`src/rtl/mult_arbiter.sv`:
```
// mult_arbiter: round-robin sharing of one pulse-start/pulse-done multiplier
// among N_REQ requesters, with a watchdog on the BUSY wait.
module mult_arbiter #(
  parameter int N_REQ   = 4,
  parameter int WIDTH   = 8,
  parameter int TIMEOUT = 15
) (
  input  logic                   clk,
  input  logic                   rst,
  input  logic [N_REQ-1:0]       req_valid,
  input  logic [N_REQ*WIDTH-1:0] req_a,
  input  logic [N_REQ*WIDTH-1:0] req_b,
  output logic [N_REQ-1:0]       req_ready,
  output logic [N_REQ-1:0]       resp_valid,
  output logic [2*WIDTH-1:0]     resp_product,
  output logic                   resp_err,
  output logic                   busy,
  output logic                   mult_valid,
  output logic [WIDTH-1:0]       mult_a,
  output logic [WIDTH-1:0]       mult_b,
  input  logic                   mult_done,
  input  logic [2*WIDTH-1:0]     mult_product
);
  localparam int IW = $clog2(N_REQ);
  localparam int TW = $clog2(TIMEOUT + 2);

  typedef enum logic [1:0] {
    IDLE, LAUNCH, BUSY, RESPOND
  } state_e;

  state_e state_q, state_d;
  logic [IW-1:0] ptr_q, ptr_d;
  logic [IW-1:0] id_q, id_d;
  logic [TW-1:0] wdog_q, wdog_d;

  logic [N_REQ-1:0]   resp_valid_q, resp_valid_d;
  logic [2*WIDTH-1:0] resp_product_q, resp_product_d;
  logic               resp_err_q, resp_err_d;
  logic               busy_q, busy_d;
  logic               mult_valid_q, mult_valid_d;
  logic [WIDTH-1:0]   mult_a_q, mult_a_d;
  logic [WIDTH-1:0]   mult_b_q, mult_b_d;

  logic [IW-1:0] grant;
  logic          hs;

  function automatic logic [IW-1:0] rr_idx(
    input logic [IW-1:0] ptr,
    input int            k
  );
    int s;
    s = int'(ptr) + k;
    if (s >= N_REQ) s = s - N_REQ;
    return s[IW-1:0];
  endfunction

  // Scan downwards so the requester closest to ptr wins.
  always_comb begin
    grant = ptr_q;
    for (int k = N_REQ - 1; k >= 0; k--) begin
      if (req_valid[rr_idx(ptr_q, k)]) grant = rr_idx(ptr_q, k);
    end
  end

  assign hs = (state_q == IDLE) && (|req_valid) && !rst;

  always_comb begin
    req_ready = '0;
    if (hs) req_ready[grant] = 1'b1;
  end

  always_ff @(posedge clk) begin
    if (rst) begin
      state_q <= IDLE;
      wdog_q  <= '0;
    end else begin
      state_q <= state_d;
      wdog_q  <= wdog_d;
    end
  end

  always_comb begin
    state_d = state_q;
    wdog_d  = wdog_q;
    unique case (state_q)
      IDLE: begin
        if (hs) state_d = LAUNCH;
      end
      LAUNCH: begin
        state_d = BUSY;
        wdog_d  = '0;
      end
      BUSY: begin
        if (mult_done || wdog_q == TW'(TIMEOUT)) state_d = RESPOND;
        else wdog_d = wdog_q + 1'b1;
      end
      RESPOND: state_d = IDLE;
      default: state_d = IDLE;
    endcase
  end

  // Registered outputs are computed from the next state.
  always_comb begin
    id_d           = id_q;
    ptr_d          = ptr_q;
    mult_a_d       = mult_a_q;
    mult_b_d       = mult_b_q;
    resp_product_d = resp_product_q;
    resp_err_d     = resp_err_q;
    resp_valid_d   = '0;
    mult_valid_d   = (state_d == LAUNCH);
    busy_d         = (state_d != IDLE);
    if (hs) begin
      id_d     = grant;
      mult_a_d = req_a[grant*WIDTH +: WIDTH];
      mult_b_d = req_b[grant*WIDTH +: WIDTH];
    end
    if (state_q == BUSY && state_d == RESPOND) begin
      resp_product_d       = mult_done ? mult_product : '0;
      resp_err_d           = !mult_done;
      resp_valid_d[id_q]   = 1'b1;
    end
    if (state_q == RESPOND) begin
      ptr_d = (int'(id_q) == N_REQ - 1) ? '0 : id_q + 1'b1;
    end
  end

  always_ff @(posedge clk) begin
    if (rst) begin
      ptr_q          <= '0;
      id_q           <= '0;
      resp_valid_q   <= '0;
      resp_product_q <= '0;
      resp_err_q     <= 1'b0;
      busy_q         <= 1'b0;
      mult_valid_q   <= 1'b0;
      mult_a_q       <= '0;
      mult_b_q       <= '0;
    end else begin
      ptr_q          <= ptr_d;
      id_q           <= id_d;
      resp_valid_q   <= resp_valid_d;
      resp_product_q <= resp_product_d;
      resp_err_q     <= resp_err_d;
      busy_q         <= busy_d;
      mult_valid_q   <= mult_valid_d;
      mult_a_q       <= mult_a_d;
      mult_b_q       <= mult_b_d;
    end
  end

  assign resp_valid   = resp_valid_q;
  assign resp_product = resp_product_q;
  assign resp_err     = resp_err_q;
  assign busy         = busy_q;
  assign mult_valid   = mult_valid_q;
  assign mult_a       = mult_a_q;
  assign mult_b       = mult_b_q;

endmodule

```
`config.mk`:
```
export PLATFORM = sky130hd
export DESIGN_NAME = mult_arbiter
export DESIGN_NICKNAME = d
export VERILOG_FILES = /design/src/rtl/mult_arbiter.sv
export SDC_FILE = /design/constraint.sdc
export NUM_CORES = 1
export LEC_CHECK = 0
export ABC_CLOCK_PERIOD_IN_PS = 2200
export BUFFER_PORTS_ARGS = -buffer_cell sky130_fd_sc_hd__buf_2
export CAP_MARGIN = 20
export CORE_MARGIN = 2
export CORE_UTILIZATION = 46
export CTS_CLUSTER_SIZE = 16
export DETAILED_ROUTE_END_ITERATION = 8
export GPL_ROUTABILITY_DRIVEN = 0
export GPL_TIMING_DRIVEN = 0
export PLACE_DENSITY = 0.78
export SETUP_SLACK_MARGIN = 0.4
export SYNTH_ARGS = -nofsm -noshare
export SYNTH_HDL_FRONTEND = slang
export SYNTH_SLANG_ARGS = --single-unit
```
`constraint.sdc`:
```
create_clock -name clk -period 2.2 [get_ports clk]
set_input_delay 0.11 -clock clk [delete_from_list [all_inputs] [get_ports clk]]
set_output_delay 0.11 -clock clk [all_outputs]
set_load 0.01 [all_outputs]
```
==> flow_metrics.tcl, run 1 <==
set metrics [dict create \
    status "finished clean" \
    crit_chain "inv_2, ha_4, o41ai_4, nor2_2, buf_4, nand2b_4, buf_8, buf_8, nor2_1, buf_2" \
    htreeDepth 2 \
    synth_top_flop_cell "dfxtp_1" \
    ys_ff_latch 50 \
    cts_tree "built" \
    yosysSeqAreaShare 0.382 \
    numCtsBuffers 5 \
    yosysTopAreaCell "dfxtp_1" \
    overflow 0 \
    rsz0062_at_grt "true" \
    post-dp-hpwl_microns 4940 \
    ys_types 32 \
    core_sq_um 5510 \
    drtPass1Iterations 5 \
    path_max_fanout 5 \
    fin_nets 533 \
    die_area_sq_um 6320 \
    post_drt_wl_per_cell_microns 14.7 \
    cts.path.max_buffers 2 \
    end_kind "output port" \
    worstPathRequired_ns 2.09 \
    drive_gt1_frac 0.541 \
    dieWidth_microns 79.5 \
    setup_viol 0 \
    cp_slowest_cell "dfxtp_2" \
    fmax_ghz 0.535 \
    min_path_type "primary input to flop" \
    antennaDiodeCount 0 \
    crit_type "flop to output port" \
    avgSynthCellArea_sq_um 9.64 \
    drc 0 \
    hold_buffers 0 \
    max_stage_delay_ns 0.35 \
    synth_top_area_frac 0.382 \
    fill_cells 395 \
    drv_slew 0 \
    grt_use_total 0.219 \
    whs_path_depth 2 \
    ant_nets 0 \
    peakVddDrop_v 0.000534 \
    fin_crit_sh 0.850 \
    ios 130 \
    setup_tns_ns 0 \
    synth.area.top_cells "dfxtp_1 (38%), mux2i_1 (13%), nand2b_4 (6.3%)" \
    clockPowerShare 0.167 \
    seqPwrFrac 0.361 \
    slew_headroom 0.569 \
    syn2layout_area_growth_pct 51.3 \
    clock-sinks 50 \
    fin_skew_ns 0.0117 \
    synth_enable_flop_cells 0 \
    clk_latency_ns 0.31 \
    ys_warn_count 0 \
    tightest_slew_ns 0.646 \
    grt_pass1_vias 2502 \
    die_h_microns 79.5 \
    start_util 0.476 \
    synth_most_common_cell "dfxtp_1" \
    numPortBuffers 128 \
    synthArstFlopShare 0 \
    power.switching_mw 1.16 \
    cp-start-kind "flop" \
    syn_area_sq_um 2620 \
    powerDensity_nw_per_um2 819 \
    clock-root-buffer "clkbuf_8" \
    synth_common_cells "dfxtp_1 (50), mux2i_1 (34), nand2_1 (22)" \
    arrival_ns 1.76 \
    antenna_found_initial 0 \
    grt_max_degree 17 \
    dp.cells 472 \
    vias 2637 \
    fin_crit_ns 1.87 \
    synthCells 272 \
    hold_viol_final 0 \
    pwr-share-comb 0.471 \
    intPower_mw 2.09 \
    path_common_cell "buf_8" \
    grt_pass1_wl_microns 11000 \
    postRouteWirelength_microns 7480 \
    num_rows 27 \
    switching_share 0.358 \
    drv_cap 0 \
    stdcell_count 508 \
    r2r_cells 9 \
    p_leak_nw 1.79 \
    post-route-util 0.721 \
    syn_nets 370 \
    first_iter_violations 54 \
    path_clk_slew_ns 0.09 \
    viasPerCell 5.19 \
]
[registers in the layout, indices dropped and copies added (netlist names)]
signal        cells
state_q           2
wdog_q            5
resp_err          1
mult_b            8
busy              1
resp_valid        4
ptr_q             2
mult_valid        1
mult_a            8
id_q              2
resp_product     16
[power groups by stage]
stage          combinational [mW]  sequential (mW)  clock, mW
2_1_floorplan               0.670             1.25          0
3_3_place_gp                 1.09             1.18          0
3_5_place_dp                 1.10             1.19          0
4_1_cts                      1.34             1.17      0.557
5_1_grt                      1.66             1.20      0.603
6_report                     1.53             1.17      0.544
[cell type report]
class	count	area (sq um)	area share
Multi-Input combinational cell	196	1660	0.418
Sequential cell	50	1010	0.255
Timing Repair Buffer	155	903	0.228
Buffer	16	170	0.0429
Tap cell	72	90.1	0.0227
Clock buffer	5	68.8	0.0173
Inverter	11	43.8	0.0110
Clock inverter	3	21.3	0.00536
[cell usage in the layout (no fill, tap or decap), types with 3 or more instances in the layout]
cell / netlist / routed
nor2_4: 0 / 3
nand3_1: 18 / 16
and2_1: 5 / 5
nand2b_1: 11 / 8
buf_2: 3 / 128
ha_1: 11 / 8
clkbuf_8: 0 / 5
o221ai_1: 16 / 16
inv_1: 11 / 9
nand2_1: 22 / 21
nand2b_4: 12 / 15
mux2i_1: 34 / 32
ha_4: 0 / 3
dfxtp_1: 50 / 44
nor2_2: 0 / 4
dfxtp_2: 0 / 4
buf_8: 0 / 6
buf_4: 2 / 22
nor2_1: 21 / 14
buf_6: 5 / 6
a21oi_2: 12 / 13
a21oi_1: 11 / 10
[per-layer routing]
metal,track usage,routed length [microns],up-vias
li1,-,-,1291
met3,0.0566,590,9
met2,0.414,3980,111
met1,0.238,2830,1226
met5,0,0,-
met4,0.0586,78,0
[logic make-up (layout without fill, tap and decap cells)]
kind of cell | count (synthesis) | in the layout | synth area share
mux | 34 | 34 | 0.130
xor+xnor | 2 | 2 | 0.00668
fa+ha+maj | 11 | 11 | 0.0525
flops | 50 | 50 | 0.382
simple gates | 97 | 97 | 0.216
buf+inv | 27 | 190 | 0.0572
compound gates | 51 | 52 | 0.156
[through the flow]
stage	hold slack [ns]	area (sq um)	setup WS [ns]	total power, mW
finish	0.0405	3970	0.329	3.25
floorplan	0.200	2630	0.405	1.92
global route	0.0499	3970	0.217	3.46
detailed placement	0.354	3360	0.135	2.29
global placement	0.354	3360	0.150	2.26
CTS	0.0279	3700	0.268	3.06
[worst paths after layout]
| kind | startpoint | endpoint | slack (ns) |
|---|---|---|---|
| worst max register to register | wdog_q[1]$_SDFFE_PP0P_ | resp_product[8]$_SDFFE_PP0P_ | 0.33 |
| worst max-delay path | state_q[1]$_SDFF_PP0_ | req_ready[1] | 0.33 |
| worst min-delay path | rst | state_q[1]$_SDFF_PP0_ | 0.04 |
| worst min register to register | mult_a[3]$_SDFFE_PP0P_ | mult_a[3]$_SDFFE_PP0P_ | 0.47 |
[what timing repair did]
action                     CTS  global route
gates cloned                 3             2
buffers inserted            12            11
pin swaps                    7            13
setup endpoints to repair   31            38
gates resized for setup     43            28
[worst max-delay path, delay by kind of cell (launching register included)]
kind	cells	cell delay (ns)
AO/OA/AOI/OAI	1	0.08
adder cells (fa/ha/maj)	1	0.15
buffers and inverters	5	0.59
flip-flops	1	0.35
AND/OR/NAND/NOR	3	0.27
No activity file was read; power rests on OpenSTA's default activity.
==> run 2, diff against run 1 <==
--- a/config.mk
+++ b/config.mk
@@ -5,16 +5,15 @@
 export SDC_FILE = /design/constraint.sdc
 export NUM_CORES = 1
 export LEC_CHECK = 0
-export ABC_CLOCK_PERIOD_IN_PS = 2200
 export BUFFER_PORTS_ARGS = -buffer_cell sky130_fd_sc_hd__buf_2
 export CAP_MARGIN = 20
 export CORE_MARGIN = 2
-export CORE_UTILIZATION = 46
+export CORE_UTILIZATION = 49
 export CTS_CLUSTER_SIZE = 16
 export DETAILED_ROUTE_END_ITERATION = 8
 export GPL_ROUTABILITY_DRIVEN = 0
 export GPL_TIMING_DRIVEN = 0
-export PLACE_DENSITY = 0.78
+export PLACE_DENSITY = 0.83
 export SETUP_SLACK_MARGIN = 0.4
 export SYNTH_ARGS = -nofsm -noshare
 export SYNTH_HDL_FRONTEND = slang
==> constraint.sdc (replaced) <==
create_clock -name clk -period 2.3 [get_ports clk]
set_input_delay 0.115 -clock clk [delete_from_list [all_inputs] [get_ports clk]]
set_output_delay 0.115 -clock clk [all_outputs]
set_load 0.01 [all_outputs]
==> flow_metrics.tcl, run 2 (same netlist as run 1, synthesis figures left out) <==
set metrics [dict create \
    r2r_setup_slack_ns 0.35 \
    dp.cells 470 \
    die_h_microns 77.2 \
    route.met2.wl_microns 3870 \
    setup_viol 0 \
    path_clk_slew_ns 0.08 \
    vias 2571 \
    ios 130 \
    status "finished clean" \
    fin_nets 525 \
    layout_commonest_cell "buf_2" \
    fin_skew_ns 0.00647 \
    drv_slew 0 \
    clock-sinks 50 \
    wl_met3_microns 526 \
    grt_pass1_wl_microns 11800 \
    wl_met1_microns 2910 \
    htreeDepth 2 \
    power.switching_mw 1.05 \
    final_cell_mix "buf_2 (130), dfxtp_1 (44), mux2i_1 (34), nand2_1 (21)" \
    largest_register_ff_count 16 \
    stdcell_count 497 \
    setup_tns_ns 0 \
    rsz0062_at_grt "true" \
    syn2layout_area_growth_pct 43.9 \
    cts_tree "built" \
    cp-start-kind "flop" \
    tightest_slew_ns 0.625 \
    crit_type "flop to flop" \
    antennaDiodeCount 0 \
    slew_headroom 0.584 \
    powerDensity_nw_per_um2 783 \
    grt_use_total 0.240 \
    start_util 0.510 \
    p_leak_nw 1.71 \
    post_drt_wl_per_cell_microns 14.9 \
    fin_crit_ns 1.95 \
    numCtsBuffers 5 \
    die_area_sq_um 5950 \
    grt_pass1_vias 2598 \
    path_max_fanout 5 \
    seqPwrFrac 0.382 \
    whs_ns 0.0641 \
    top_layer "met4" \
    peakVddDrop_v 0.000573 \
    min_path_type "primary input to flop" \
    hold_viol_final 0 \
    clockPowerShare 0.164 \
    worstPathRequired_ns 2.53 \
    postRouteWirelength_microns 7430 \
    fmax_ghz 0.512 \
    switching_share 0.356 \
    fin_crit_sh 0.849 \
    intPower_mw 1.90 \
    viasPerCell 5.17 \
    antenna_found_initial 0 \
    numPortBuffers 128 \
    grt_max_degree 14 \
    clock-root-buffer "clkbuf_8" \
    clk_latency_ns 0.30 \
    num_rows 26 \
    drtPass1Iterations 6 \
    arrival_ns 2.18 \
    dieWidth_microns 77.2 \
    end_kind "flop" \
    cts.path.max_buffers 2 \
    overflow 0 \
    drv_cap 0 \
    pwr-share-comb 0.454 \
    drive_gt1_frac 0.513 \
    core_sq_um 5140 \
    first_iter_violations 51 \
    post-dp-hpwl_microns 5200 \
    ant_nets 0 \
    drc 0 \
]
==> run 2: per-layer routing <==
metal / GRT usage / up-vias
met5: 0 / -
met4: 0.0536 / 0
met3: 0.0647 / 15
met2: 0.457 / 104
met1: 0.263 / 1182
li1: - / 1270
==> run 2: critical path: stages, from the launching register on <==
cell and delay, ns:
dfxtp_4 0.37, ha_4 0.16, and3_4 0.18, ha_4 0.16
nor2_4 0.14, nor2_4 0.06, o311a_4 0.42, buf_6 0.14
nand2b_4 0.13, a21oi_2 0.12
==> run 2: per-stage QoR <==
stage                     worst slack [ns]  area, sq um  total power [mW]  utilization
final                                0.347         3770              2.95        0.734
after CTS                            0.402         3580              2.81        0.696
after floorplan                      0.418         2620              1.83            -
after global placement               0.250         3350              2.16        0.652
after detailed placement             0.238         3350              2.20        0.652
after global routing                 0.274         3770              3.13        0.734
==> run 2: power by group through the flow <==
stage / sequential, mW / combinational, mW / clock, mW
after floorplan: 1.19 / 0.641 / 0
after global placement: 1.12 / 1.03 / 0
after detailed placement: 1.14 / 1.06 / 0
after CTS: 1.12 / 1.19 / 0.499
after global routing: 1.15 / 1.45 / 0.531
final: 1.13 / 1.34 / 0.484
==> run 2: final cells by class <==
class | count | area [sq um]
inverter | 11 | 43.8
multi-input combinational | 196 | 1610
sequential | 50 | 1020
clock buffer | 7 | 76.3
buffer | 16 | 153
tap | 70 | 87.6
fill | 378 | 1370
timing repair buffer | 147 | 785
==> run 2: repair_timing <==
action	in CTS	in global routing
gates cloned	1	2
endpoints found under the setup margin	31	40
hold buffers	0	0
setup buffers	10	7
pin swaps	6	10
gates resized for setup	25	31
==> run 2: worst paths after layout <==
check | end | start | cells after the start
setup / recovery | resp_product[4]$_SDFFE_PP0P_ | wdog_q[1]$_SDFFE_PP0P_ | 9
hold reg to reg | mult_a[6]$_SDFFE_PP0P_ | mult_a[6]$_SDFFE_PP0P_ | 2
setup reg to reg | resp_product[4]$_SDFFE_PP0P_ | wdog_q[1]$_SDFFE_PP0P_ | 9
hold / removal | state_q[1]$_SDFF_PP0_ | rst | 2
